===== src/rtl/vt100_key_encoder.sv =====
// Keyboard-event to VT100 byte-stream encoder: queues key events in a small FIFO and
// expands special keys into ESC sequences, feeding a UART transmitter one byte at a time.
module vt100_key_encoder #(
    parameter int FIFO_DEPTH = 8,
    parameter int FIFO_AW    = 3
) (
    input  logic               clk,
    input  logic               rst,
    input  logic               keyValid,
    input  logic               keyIsSpecial,
    input  logic [7:0]         keyData,
    input  logic               appCursorMode,
    input  logic               txBusy,
    output logic               txStart,
    output logic [7:0]         txData,
    output logic               keyDropped,
    output logic [FIFO_AW:0]   fifoCount,
    output logic               active,
    output logic [2:0]         fsmState
);

    typedef enum logic [2:0] {
        S_IDLE    = 3'd0,
        S_LOAD    = 3'd1,
        S_SEND    = 3'd2,
        S_WAIT_HI = 3'd3,
        S_WAIT_LO = 3'd4
    } state_t;

    localparam logic [FIFO_AW:0] DEPTH_C = (FIFO_AW + 1)'(FIFO_DEPTH);

    state_t               state_q;
    logic [8:0]           mem_q [FIFO_DEPTH];
    logic [FIFO_AW-1:0]   wr_ptr_q, rd_ptr_q;
    logic [FIFO_AW:0]     count_q, count_d;
    logic [8:0]           ent_q;
    logic [31:0]          seq_q;
    logic [2:0]           len_q;
    logic                 txStart_q, keyDropped_q;
    logic [7:0]           txData_q;

    logic                 full, empty, push, pop;
    logic [31:0]          dec_seq;
    logic [2:0]           dec_len;
    logic                 dec_ok;
    logic [7:0]           dec_br;

    // Fullness is judged on the registered count, so a same-cycle pop never rescues a push.
    assign full  = (count_q == DEPTH_C);
    assign empty = (count_q == '0);
    assign push  = keyValid && !full;
    assign pop   = (state_q == S_IDLE) && !empty;

    always_comb begin
        count_d = count_q;
        case ({push, pop})
            2'b10:   count_d = count_q + 1'b1;
            2'b01:   count_d = count_q - 1'b1;
            default: count_d = count_q;
        endcase
    end

    always_ff @(posedge clk) begin
        if (push) mem_q[wr_ptr_q] <= {keyIsSpecial, keyData};
    end

    always_ff @(posedge clk) begin
        if (rst) begin
            wr_ptr_q <= '0;
            rd_ptr_q <= '0;
            count_q  <= '0;
        end else begin
            if (push) wr_ptr_q <= wr_ptr_q + 1'b1;
            if (pop)  rd_ptr_q <= rd_ptr_q + 1'b1;
            count_q <= count_d;
        end
    end

    // Cursor keys switch '[' to 'O' in application cursor mode; the ~ keys never do.
    always_comb begin
        dec_br  = appCursorMode ? 8'h4F : 8'h5B;
        dec_seq = '0;
        dec_len = 3'd0;
        dec_ok  = 1'b1;
        if (!ent_q[8]) begin
            dec_seq = {ent_q[7:0], 24'h0};
            dec_len = 3'd1;
        end else begin
            case (ent_q[7:0])
                8'h01: begin dec_seq = {8'h1B, dec_br, 8'h41, 8'h00}; dec_len = 3'd3; end
                8'h02: begin dec_seq = {8'h1B, dec_br, 8'h42, 8'h00}; dec_len = 3'd3; end
                8'h03: begin dec_seq = {8'h1B, dec_br, 8'h43, 8'h00}; dec_len = 3'd3; end
                8'h04: begin dec_seq = {8'h1B, dec_br, 8'h44, 8'h00}; dec_len = 3'd3; end
                8'h05: begin dec_seq = {8'h1B, dec_br, 8'h48, 8'h00}; dec_len = 3'd3; end
                8'h06: begin dec_seq = {8'h1B, dec_br, 8'h46, 8'h00}; dec_len = 3'd3; end
                8'h07: begin dec_seq = {8'h1B, 8'h5B, 8'h32, 8'h7E}; dec_len = 3'd4; end
                8'h08: begin dec_seq = {8'h1B, 8'h5B, 8'h33, 8'h7E}; dec_len = 3'd4; end
                8'h09: begin dec_seq = {8'h1B, 8'h5B, 8'h35, 8'h7E}; dec_len = 3'd4; end
                8'h0A: begin dec_seq = {8'h1B, 8'h5B, 8'h36, 8'h7E}; dec_len = 3'd4; end
                default: dec_ok = 1'b0;
            endcase
        end
    end

    // Handshake: txStart is a one-cycle strobe issued only when txBusy was low at that edge;
    // the transmitter raises txBusy one cycle later, so WAIT_HI skips that cycle blindly
    // and WAIT_LO waits for busy to drop before the next byte.
    always_ff @(posedge clk) begin
        if (rst) begin
            state_q      <= S_IDLE;
            ent_q        <= '0;
            seq_q        <= '0;
            len_q        <= '0;
            txStart_q    <= 1'b0;
            txData_q     <= '0;
            keyDropped_q <= 1'b0;
        end else begin
            txStart_q    <= 1'b0;
            keyDropped_q <= keyValid && full;
            case (state_q)
                S_IDLE: begin
                    if (pop) begin
                        ent_q   <= mem_q[rd_ptr_q];
                        state_q <= S_LOAD;
                    end
                end
                S_LOAD: begin
                    if (dec_ok) begin
                        seq_q   <= dec_seq;
                        len_q   <= dec_len;
                        state_q <= S_SEND;
                    end else begin
                        keyDropped_q <= 1'b1;
                        state_q      <= S_IDLE;
                    end
                end
                S_SEND: begin
                    if (!txBusy) begin
                        txStart_q <= 1'b1;
                        txData_q  <= seq_q[31:24];
                        seq_q     <= {seq_q[23:0], 8'h00};
                        len_q     <= len_q - 3'd1;
                        state_q   <= S_WAIT_HI;
                    end
                end
                S_WAIT_HI: state_q <= S_WAIT_LO;
                S_WAIT_LO: begin
                    if (!txBusy) state_q <= (len_q != 3'd0) ? S_SEND : S_IDLE;
                end
                default: state_q <= S_IDLE;
            endcase
        end
    end

    assign txStart    = txStart_q;
    assign txData     = txData_q;
    assign keyDropped = keyDropped_q;
    assign fifoCount  = count_q;
    assign active     = (state_q != S_IDLE) || !empty;
    assign fsmState   = state_q;

endmodule

===== config.mk =====
export PLATFORM = sky130hd
export DESIGN_NAME = vt100_key_encoder
export DESIGN_NICKNAME = d
export VERILOG_FILES = /design/src/rtl/vt100_key_encoder.sv
export SDC_FILE = /design/constraint.sdc
export NUM_CORES = 1
export LEC_CHECK = 0
export ABC_AREA = 1
export BUFFER_PORTS_ARGS = -buffer_cell sky130_fd_sc_hd__buf_2
export CORE_UTILIZATION = 65
export CTS_CLUSTER_SIZE = 28
export DETAILED_ROUTE_END_ITERATION = 7
export GPL_TIMING_DRIVEN = 0
export HOLD_SLACK_MARGIN = 0.06
export PLACE_DENSITY = 0.81
export SYNTH_ARGS = -nofsm -noshare
export SYNTH_HDL_FRONTEND = slang
export SYNTH_SLANG_ARGS = --single-unit

===== constraint.sdc =====
create_clock -name clk -period 3.7 [get_ports clk]
set_input_delay 0.37 -clock clk [delete_from_list [all_inputs] [get_ports clk]]
set_output_delay 0.37 -clock clk [all_outputs]
set_load 0.01 [all_outputs]

==> results of run 1 <==
-- cells by family after synthesis --
kind of cell / Yosys count / synth area share, %
xor+xnor: 1 / 0.158
flops: 129 / 59.6
compound gates: 146 / 14.7
simple gates: 233 / 18.0
fa+ha+maj: 8 / 1.94
buf+inv: 71 / 5.60
-- worst min path at each step --
stage                       from           to
floorplan              seq_q[14]    seq_q[14]
global placement       txData[1]    txData[1]
CTS                   keyData[3]  mem_q[2][3]
global route        keyIsSpecial  mem_q[4][8]
detailed placement     txData[3]    txData[3]
finish                keyData[3]  mem_q[2][3]
-- routing by layer --
layer,GRT usage [%],share of wire [%],vias to the layer above
met1,38.1,38,2074
met3,7.57,7.1,42
met4,17.8,3.7,0
met5,0,0,-
li1,-,-,2102
met2,55.9,51,216
-- flip-flops by register name, summed over array words and instances (netlist names) --
register    count
ent_q           9
fifoCount       4
fsmState        3
keyDropped      1
len_q           3
mem_q          72
rd_ptr_q        3
seq_q          22
txData          8
txStart         1
wr_ptr_q        3
-- cell type report --
class,instances,area [um2]
Tap cell,105,131
Clock buffer,18,418
Multi-Input combinational cell,388,1930
Timing Repair Buffer,31,155
Inverter,44,165
Fill cell,535,1790
Clock inverter,14,178
Buffer,27,145
Sequential cell,129,3300
-- Yosys cell counts --
master,n,area [um2]
a31oi_1,2,12.5
o21ai_0,63,315
nor3b_1,1,7.51
buf_2,5,25.0
fa_1,1,20.0
nor3_2,1,10.0
ha_1,7,87.6
nand3_2,2,20.0
clkinv_1,2,7.51
o21ai_1,10,50.1
edfxtp_1,72,2160
nand2_1,77,289
a21oi_2,3,26.3
nand4_1,2,12.5
nor2_1,111,417
o211ai_1,18,135
buf_1,2,7.51
xnor2_1,1,8.76
dfxtp_1,57,1140
nor2_2,6,37.5
clkbuf_1,15,56.3
nand3_1,19,95.1
nor2_4,1,11.3
buf_6,5,56.3
o21bai_1,1,7.51
nand2_2,4,25.0
o21bai_4,1,18.8
or2_2,2,12.5
inv_2,5,18.8
nand2_4,2,22.5
o22ai_1,5,31.3
a21oi_1,43,215
nor3_1,4,20.0
nor2_8,1,20.0
inv_1,37,139
-- stage by stage --
step	hold WS (ns)	utilization (%)	std cells	power [mW]
6_report	0.106	78.2	756	5.62
5_1_grt	0.116	78.2	756	5.94
4_1_cts	0.103	78.2	756	5.58
3_5_place_dp	0.451	70.9	724	3.89
3_3_place_gp	0.448	70.9	724	3.81
2_1_floorplan	0.444	-	588	3.36
-- where the power goes --
group / switching [mW] / internal [mW]
clock: 0.644 / 1.03
combinational: 1.34 / 0.679
sequential: 0.175 / 1.75
total: 2.16 / 3.46
-- worst register-to-register path, delay by kind of cell, from the launching register on --
kind | cells | cell delay [ns]
AOI/OAI and AO/OA | 5 | 0.58
adders and majority gates | 2 | 0.58
and+or+nand+nor | 4 | 0.57
buffers and inverters | 3 | 0.51
DFF | 1 | 0.32
==> impl_metrics.env, run 1 <==
export IMPL_status="finished, final reports clean"
export IMPL_synthCells=588
export IMPL_initial_core_util_pct=67.4
export IMPL_ioPinCount=32
export IMPL_hold_path_class="input pin to flop"
export IMPL_critPathCaptureType="flop"
export IMPL_root_buffer="clkbuf_8"
export IMPL_vdd_drop_max_mv=0.510
export IMPL_crit_fanout=10
export IMPL_cts_hold_buf=0
export IMPL_mostFrequentLayoutCells="nor2_1 (111), nand2_1 (77), edfxtp_1 (72)"
export IMPL_reg2reg_depth=14
export IMPL_yosys_warnings=0
export IMPL_skew_ns=0.00741
export IMPL_rsz0062_at_grt="false"
export IMPL_startpoint_type="flop"
export IMPL_max_cap_violations=0
export IMPL_antenna_found_initial=0
export IMPL_area_delta_synth_final_pct=15.9
export IMPL_core_rowCount=33
export IMPL_wl_per_cell_um=17.6
export IMPL_final_setup_viol_count=0
export IMPL_final_common_cell="nor2_1"
export IMPL_hold_violations=0
export IMPL_synthesis_area_um2=5540
export IMPL_cts_inserted_buffers=17
export IMPL_crit_arrival_ns=3.10
export IMPL_gp_congestion=0.930
export IMPL_die_height_um=94.3
export IMPL_timing_rr_end="fifoCount[3]"
export IMPL_die_area_um2=8900
export IMPL_antenna_cells=0
export IMPL_grt_ovfl_total=0
export IMPL_cpMostUsedCell="a21oi_1"
export IMPL_critPathTopFamily="compound AO/OA/AOI/OAI gates"
export IMPL_postLayoutCellArea_um2=6420
export IMPL_slew_headroom_pct=29.0
export IMPL_dpl_cell_area_um2=5830
export IMPL_dp_hpwl_mm=8.60
export IMPL_crit_type="flop to flop"
export IMPL_cp_depth=14
export IMPL_power_density_nw_per_um2=875
export IMPL_post_route_drc_count=0
export IMPL_post_cts_resized=0
export IMPL_clkSlewWorstSetupHoldPaths_ns=0.06
export IMPL_slowest_delay_ns=0.33
export IMPL_port_buffers=31
export IMPL_finalCriticalPeriod_ns=2.69
export IMPL_synth_seq_cells=129
export IMPL_fin_ws_ns=1.01
export IMPL_drtIter0Drc=277
export IMPL_fp_dieW_um=94.3
export IMPL_num_vias=4434
export IMPL_grt_pass1_wl_mm=21.3
export IMPL_cts_setup_buffers=0
export IMPL_hold_depth=1
export IMPL_antenna_left=0
export IMPL_grt_use_total_pct=32.7
export IMPL_seq_area_frac_synth_pct=59.6
export IMPL_viasPerCell=5.87
export IMPL_path_buf_inv=3
export IMPL_clock_sinks=129
export IMPL_drv_slew=0
export IMPL_cts_tree="built"
export IMPL_pre_cts_ws_ns=1.10
export IMPL_r2r_slack_ns=1.01
export IMPL_nets=660
export IMPL_grt_pass1_vias=4375
export IMPL_firstDrtPassIters=6
export IMPL_postSynthAreaPerCell_um2=9.42
export IMPL_drive_above_1_share_pct=15.2
export IMPL_fmax_mhz=372
export IMPL_synth_fp_nets=610
export IMPL_worst_pin_slew_ns=1.06
export IMPL_drt_wl_total_mm=13.3
export IMPL_h_tree_depth=4
export IMPL_setup_tns_ns=0
export IMPL_crit_chain="inv_1 -> nand2_2 -> nor2_1 -> inv_1 -> nor2_1 -> buf_2 -> ha_1 -> ha_1 -> a21oi_1 -> nand2_1 -> a21oi_1 -> o21ai_0 -> o21ai_0 -> a21oi_1"
export IMPL_worstSkewPairLatency_ns=0.52
export IMPL_cp_slowest_cell="buf_2"
export IMPL_grt_start_max_net_pins=17
export IMPL_cts_buffer_depth=2
export IMPL_cp_startpoint="fsmState[2]"
export IMPL_reg2reg_from="fsmState[2]"
export IMPL_design_core_area_um2=8220
export IMPL_crit_path_end="fifoCount[3]"
export IMPL_post_route_period_util_pct=72.6
export IMPL_power_leakage_nw=2.43
export IMPL_ys_types=35
export IMPL_required_ns=4.11
No activity file was read; power rests on OpenSTA's default activity.
==> run 2, diff against run 1 <==
--- a/config.mk
+++ b/config.mk
@@ -5,14 +5,14 @@
 export SDC_FILE = /design/constraint.sdc
 export NUM_CORES = 1
 export LEC_CHECK = 0
-export ABC_AREA = 1
+export ABC_AREA = 0
 export BUFFER_PORTS_ARGS = -buffer_cell sky130_fd_sc_hd__buf_2
-export CORE_UTILIZATION = 65
+export CORE_UTILIZATION = 55
 export CTS_CLUSTER_SIZE = 28
 export DETAILED_ROUTE_END_ITERATION = 7
 export GPL_TIMING_DRIVEN = 0
 export HOLD_SLACK_MARGIN = 0.06
-export PLACE_DENSITY = 0.81
+export PLACE_DENSITY = 0.73
 export SYNTH_ARGS = -nofsm -noshare
 export SYNTH_HDL_FRONTEND = slang
 export SYNTH_SLANG_ARGS = --single-unit
==> constraint.sdc (replaced) <==
create_clock -name clk -period 2.4 [get_ports clk]
set_input_delay 0.24 -clock clk [delete_from_list [all_inputs] [get_ports clk]]
set_output_delay 0.24 -clock clk [all_outputs]
set_load 0.01 [all_outputs]
==> run 2 against run 1 <==
The run now ends with negative setup slack left; final area increased by 7.7%; register-to-register slack got worse by 1.1 ns; setup slack got worse by 1.1 ns; sequential share of layout area decreased by 3.6 points; maximum frequency increased by 7.1%; critical path type unchanged; non-clock buffer count increased by 24; power increased by 41%; critical endpoint unchanged; final cell count decreased by 11%; critical path depth decreased by 6; worst hold slack improved by 0.094 ns; core utilization decreased by 8.7 points; combinational power increased by 23%.
==> impl_metrics.env, run 2 <==
export IMPL_area_delta_synth_final_pct=20.5
export IMPL_async_flop_share_pct=0
export IMPL_wl_per_cell_um=19.2
export IMPL_viasPerCell=5.81
export IMPL_grt_pass1_wl_mm=20.5
export IMPL_fin_hold_ws_ns=0.200
export IMPL_crit_chain="or4_4 -> and3b_2 -> ha_4 -> ha_4 -> a21o_1 -> a21oi_2 -> mux2i_1 -> mux2_1"
export IMPL_vdd_drop_max_mv=0.747
export IMPL_root_buffer="clkbuf_8"
export IMPL_drtIter0Drc=240
export IMPL_worstSkewPairLatency_ns=0.52
export IMPL_skew_ns=0.00550
export IMPL_drt_wl_total_mm=13.0
export IMPL_ioPinCount=32
export IMPL_rsz0062_at_grt="true"
export IMPL_core_rowCount=36
export IMPL_slew_headroom_pct=29.7
export IMPL_worst_pin_slew_ns=1.05
export IMPL_startpoint_type="flop"
export IMPL_fin_util_pct=69.5
export IMPL_crit_path_end="fifoCount[3]"
export IMPL_grtUsageMet2_pct=44.4
export IMPL_cts_tree="built"
export IMPL_power_mw=7.91
export IMPL_gp_congestion=0.847
export IMPL_timing_rr_end="fifoCount[3]"
export IMPL_power_density_nw_per_um2=1140
export IMPL_postLayoutCellArea_um2=6920
export IMPL_largest_reg_flops=72
export IMPL_design_core_area_um2=9950
export IMPL_slowest_delay_ns=0.53
export IMPL_status="complete, but fails checks"
export IMPL_synth_edf_count=72
export IMPL_synth_seq_cells=129
export IMPL_finalCriticalPeriod_ns=2.51
export IMPL_fmax_mhz=399
export IMPL_top_register="mem_q"
export IMPL_use_met3_pct=5.33
export IMPL_grt_use_total_pct=25.5
export IMPL_grt_pass1_vias=3915
export IMPL_ys_types=55
export IMPL_violations="negative setup slack"
export IMPL_synth_top_flop_cell="edfxtp_1"
export IMPL_post_route_drc_count=0
export IMPL_cp_startpoint="fifoCount[3]"
export IMPL_setup_tns_ns=-0.107
export IMPL_antenna_left=0
export IMPL_crit_fanout=5
export IMPL_dp_hpwl_mm=8.44
export IMPL_required_ns=2.81
export IMPL_hold_start="rst"
export IMPL_max_cap_violations=0
export IMPL_top_regs="mem_q x72, seq_q x22, ent_q x9"
export IMPL_reg2reg_from="fifoCount[3]"
export IMPL_crit_type="flop to flop"
export IMPL_mostFrequentLayoutCells="edfxtp_1 (72), dfxtp_1 (54), nor2_1 (40)"
export IMPL_yosysTopAreaCell="edfxtp_1"
export IMPL_initial_core_util_pct=57.7
export IMPL_post_route_period_util_pct=104
export IMPL_fp_dieW_um=104
export IMPL_synth_area_leaders="edfxtp_1 (38%), dfxtp_1 (20%), mux4_2 (7.1%), mux2i_1 (3.3%), nor2_1 (2.7%)"
export IMPL_reg2reg_depth=8
export IMPL_critPathCaptureType="flop"
export IMPL_hold_path_class="input pin to flop"
export IMPL_synthTopCellsByCount="edfxtp_1 (72), dfxtp_1 (57), nor2_1 (41)"
export IMPL_fin_ws_ns=-0.107
export IMPL_h_tree_depth=4
export IMPL_cts_inserted_buffers=17
export IMPL_cts_buffer_depth=2
export IMPL_r2r_slack_ns=-0.11
export IMPL_grtUsageMet1_pct=30.4
export IMPL_synthesis_area_um2=5740
export IMPL_cpMostUsedCell="ha_4"
export IMPL_yosysTopAreaCellShare_pct=37.7
export IMPL_firstDrtPassIters=4
export IMPL_die_area_um2=10900
export IMPL_busiest_layer="met2"
export IMPL_postSynthAreaPerCell_um2=12.4
export IMPL_final_common_cell="edfxtp_1"
export IMPL_synth_fp_nets=484
export IMPL_yosysMostFrequentCell="edfxtp_1"
export IMPL_nets=551
export IMPL_cp_slowest_cell="or4_4"
export IMPL_clkSlewWorstSetupHoldPaths_ns=0.06
export IMPL_grt_start_max_net_pins=17
export IMPL_final_setup_viol_count=1
export IMPL_drive_above_1_share_pct=24.2
export IMPL_clock_sinks=129
export IMPL_die_height_um=104
export IMPL_seq_area_frac_synth_pct=57.5
export IMPL_hold_violations=0
export IMPL_drv_slew=0
export IMPL_grt_ovfl_total=0
export IMPL_crit_arrival_ns=2.91
export IMPL_power_leakage_nw=2.47
export IMPL_port_buffers=30
export IMPL_antenna_cells=0
export IMPL_dpl_cell_area_um2=6170
export IMPL_num_vias=3921
export IMPL_synthCells=462
export IMPL_antenna_found_initial=0
export IMPL_yosys_warnings=0
run 2: changes by cell type in the layout (fill, tap and decap cells not counted), moves of 18 or more:
cell / previous run / this run
inv_1: 37 / 16
nand2_1: 77 / 31
nor2_1: 111 / 40
mux4_2: 0 / 18
o21ai_0: 63 / 6
a21oi_1: 43 / 24
o211ai_1: 18 / 0
mux2i_1: 0 / 19
run 2: logic make-up after synthesis:
| group | synth area share [%] |
|---|---|
| AND/OR/NAND/NOR | 13.8 |
| flip-flops | 57.5 |
| AO/OA/AOI/OAI | 10.2 |
| buffers and inverters | 3.94 |
| multiplexers | 11.7 |
| adder cells (fa/ha/maj) | 1.87 |
| XOR/XNOR | 0.915 |
run 2: power by group:
part           internal, mW  leakage, nW  switching [mW]  total, mW
clock                  1.51        0.282            1.03       2.54
sequential             2.66         1.12           0.234       2.89
combinational          1.07         1.07            1.41       2.48
run 2: repair_timing:
action,CTS,global route
hold buffers,12,0
hold endpoints to repair,75,0
resized for setup,6,4
pin swaps,3,3
setup buffers,4,0
setup endpoints to repair,12,4
run 2: stage by stage:
step	cells	setup slack [ns]
floorplan	462	-0.166
global placement	625	-1.02
detailed placement	629	-0.387
CTS	675	-0.108
global route	675	-0.185
finish	675	-0.107
run 2: layout make-up:
cell class / count / area (um2)
multi-input combinational: 283 / 2290
inverter: 16 / 60.1
fill: 702 / 3040
tap: 133 / 166
buffer: 32 / 163
clock buffer: 17 / 414
clock inverter: 15 / 170
sequential: 129 / 3310
timing repair buffer: 50 / 342
run 2: layer usage:
| metal | wire length [um] | up-vias |
|---|---|---|
| met3 | 489 | 24 |
| met4 | 281 | 0 |
| met5 | 0 | - |
| met2 | 6710 | 114 |
| li1 | - | 1859 |
| met1 | 5480 | 1924 |
run 2: worst min path at each step:
stage / to / slack, ns / depth (start not counted)
5_1_grt: seq_q[30] / 0.22 / 3
2_1_floorplan: mem_q[0][0] / 0.34 / 0
4_1_cts: fifoCount[3] / 0.19 / 3
3_3_place_gp: txData[1] / 0.44 / 2
3_5_place_dp: txData[5] / 0.44 / 2
6_report: seq_q[30] / 0.20 / 3
run 2: worst max-delay path, delay by kind of cell, from the launching register on:
family,cells,cell delay [ns]
AND/OR/NAND/NOR,2,0.78
multiplexers,2,0.58
adder cells (fa/ha/maj),2,0.39
flip-flops,1,0.34
AO/OA/AOI/OAI,2,0.30
==> run 3, diff against run 2 <==
--- a/config.mk
+++ b/config.mk
@@ -7,12 +7,13 @@
 export LEC_CHECK = 0
 export ABC_AREA = 0
 export BUFFER_PORTS_ARGS = -buffer_cell sky130_fd_sc_hd__buf_2
-export CORE_UTILIZATION = 55
+export CORE_UTILIZATION = 57
+export CTS_BUF_LIST = sky130_fd_sc_hd__clkbuf_2
 export CTS_CLUSTER_SIZE = 28
 export DETAILED_ROUTE_END_ITERATION = 7
 export GPL_TIMING_DRIVEN = 0
 export HOLD_SLACK_MARGIN = 0.06
-export PLACE_DENSITY = 0.73
+export PLACE_DENSITY = 0.75
 export SYNTH_ARGS = -nofsm -noshare
 export SYNTH_HDL_FRONTEND = slang
 export SYNTH_SLANG_ARGS = --single-unit
==> run 3 against run 2 <==
The flow still finishes with violations (negative setup slack); sequential cell count stayed put; sequential share of layout area is 2.5 points higher; maximum frequency is 0.48% higher; count of clock-buffer cells in the layout is 2 higher; clock skew is 0.028 ns higher; clock power is 45% lower; sequential power hardly changed; critical path depth stayed put; power is 15% lower; via count is 0.61% higher; combinational power is 2% lower; register-to-register slack hardly changed; critical endpoint unchanged; largest power group unchanged.
==> impl_metrics.env, run 3 (synthesis gave the netlist of run 2 again) <==
export IMPL_slowest_delay_ns=0.52
export IMPL_max_cap_violations=0
export IMPL_crit_type="flop to flop"
export IMPL_num_vias=3945
export IMPL_hold_violations=0
export IMPL_ioPinCount=32
export IMPL_top_register="mem_q"
export IMPL_crit_chain="or4_4 -> and3b_2 -> ha_4 -> ha_4 -> a21o_1 -> a21oi_2 -> mux2i_1 -> mux2_1"
export IMPL_drt_wl_total_mm=12.1
export IMPL_grt_ovfl_total=0
export IMPL_clock_sinks=129
export IMPL_startpoint_type="flop"
export IMPL_h_tree_depth=4
export IMPL_fin_hold_ws_ns=0.359
export IMPL_cts_tree="built"
export IMPL_finalCriticalPeriod_ns=2.49
export IMPL_grt_use_total_pct=25.2
export IMPL_grt_start_max_net_pins=17
export IMPL_die_height_um=102
export IMPL_viasPerCell=5.85
export IMPL_largest_reg_flops=72
export IMPL_drtIter0Drc=187
export IMPL_vdd_drop_max_mv=0.596
export IMPL_final_setup_viol_count=1
export IMPL_post_route_period_util_pct=104
export IMPL_swShare_pct=35.8
export IMPL_worst_pin_slew_ns=0.968
export IMPL_cts_buffer_depth=2
export IMPL_cpMostUsedCell="ha_4"
export IMPL_crit_arrival_ns=3.06
export IMPL_firstDrtPassIters=5
export IMPL_slew_headroom_pct=35.2
export IMPL_core_rowCount=36
export IMPL_mostFrequentLayoutCells="edfxtp_1 (72), dfxtp_1 (54), nor2_1 (40)"
export IMPL_worstSkewPairLatency_ns=0.67
export IMPL_antenna_cells=0
export IMPL_drv_slew=0
export IMPL_port_buffers=30
export IMPL_cp_slowest_cell="or4_4"
export IMPL_pwr_share_comb_pct=36.3
export IMPL_top_regs="mem_q x72, seq_q x22, ent_q x9"
export IMPL_power_leakage_nw=2.33
export IMPL_nets=550
export IMPL_gp_congestion=0.902
export IMPL_pre_cts_ws_ns=-0.355
export IMPL_path_buf_inv=0
export IMPL_dp_hpwl_mm=8.15
export IMPL_area_delta_synth_final_pct=14.5
export IMPL_initial_core_util_pct=58.7
export IMPL_wl_per_cell_um=18.0
export IMPL_antenna_left=0
export IMPL_violations="negative setup slack"
export IMPL_crit_fanout=4
export IMPL_p_sw_mw=2.40
export IMPL_critPathTopFamily="simple AND/OR/NAND/NOR gates"
export IMPL_internal_power_mw=4.31
export IMPL_fmax_mhz=401
export IMPL_post_route_drc_count=0
export IMPL_design_core_area_um2=9770
export IMPL_die_area_um2=10500
export IMPL_status="complete, but fails checks"
export IMPL_grt_pass1_vias=3812
export IMPL_clkSlewWorstSetupHoldPaths_ns=0.19
export IMPL_p_clk_share_pct=20.7
export IMPL_drive_above_1_share_pct=23.8
export IMPL_grt_pass1_wl_mm=19.1
export IMPL_power_density_nw_per_um2=1020
export IMPL_final_common_cell="edfxtp_1"
export IMPL_rsz0062_at_grt="true"
export IMPL_required_ns=2.97
export IMPL_skew_ns=0.0334
export IMPL_hold_path_class="input pin to flop"
export IMPL_fp_dieW_um=102
export IMPL_antenna_found_initial=0
export IMPL_root_buffer="clkbuf_2"
export IMPL_cts_inserted_buffers=17
export IMPL_critPathCaptureType="flop"
export IMPL_seqPwrFrac_pct=43.0
export IMPL_fin_ws_ns=-0.0946
[run 3: changes by cell type in the layout (fill, tap and decap cells not counted), sizes merged]
cell,before,now
inv,23,17
clkinv,4,7
buf,54,53
bufinv,2,3
clkbuf,33,34
dlygate4sd3,12,13
[run 3: through the flow]
stage | instance area, um2 | setup TNS, ns | utilization, % | total power [mW] | instances
after floorplan | 5790 | -0.166 | - | 4.67 | 462
after global placement | 6110 | -22.51 | 62.5 | 5.20 | 625
after detailed placement | 6140 | -0.963 | 62.8 | 5.29 | 626
after CTS | 6570 | -0.106 | 67.3 | 6.73 | 675
after global routing | 6570 | -0.168 | 67.2 | 7.10 | 674
final | 6570 | -0.0946 | 67.2 | 6.71 | 674
[run 3: timing repair]
item                                    in CTS  in global routing
endpoints found under the hold margin       92                  0
resized for setup                            8                  0
hold buffers                                13                  0
pin swaps                                    3                  2
buffers inserted                             6                  0
endpoints found under the setup margin      21                  3
[run 3: metal layers]
metal	track usage [%]	routed length, um	vias to the layer above
met2	41.5	5980	134
met5	0	0	-
met1	31.2	5180	1913
li1	-	-	1861
met4	13.8	379	0
met3	5.54	576	37
[run 3: power groups by stage]
stage / combinational, mW / clock [mW] / sequential (mW)
detailed placement: 2.36 / 0 / 2.93
CTS: 2.44 / 1.42 / 2.88
finish: 2.43 / 1.39 / 2.88
global route: 2.67 / 1.51 / 2.92
global placement: 2.29 / 0 / 2.91
floorplan: 1.79 / 0 / 2.88
[run 3: path summary, 6_finish.rpt]
path	start	end	depth (start not counted)	slack (ns)
worst min-delay path	keyData[2]	mem_q[3][2]	2	0.36
worst max-delay path	fifoCount[0]	fifoCount[3]	8	-0.09
worst max register to register	fifoCount[0]	fifoCount[3]	8	-0.09
worst min register to register	seq_q[29]	txData[5]	2	0.44
[run 3: worst reg2reg max path, delay by kind of cell (launching register included)]
family / cells / cell delay (ns)
simple gates: 2 / 0.79
mux: 2 / 0.55
fa+ha+maj: 2 / 0.40
flops: 1 / 0.39
compound gates: 2 / 0.29
[run 3: layout make-up]
type | count | area, um2
Sequential cell | 129 | 3310
Fill cell | 746 | 3200
Multi-Input combinational cell | 283 | 2280
Timing Repair Buffer | 50 | 333
Tap cell | 133 | 166
Clock inverter | 13 | 163
Buffer | 31 | 159
Clock buffer | 19 | 95.1
Inverter | 16 | 60.1
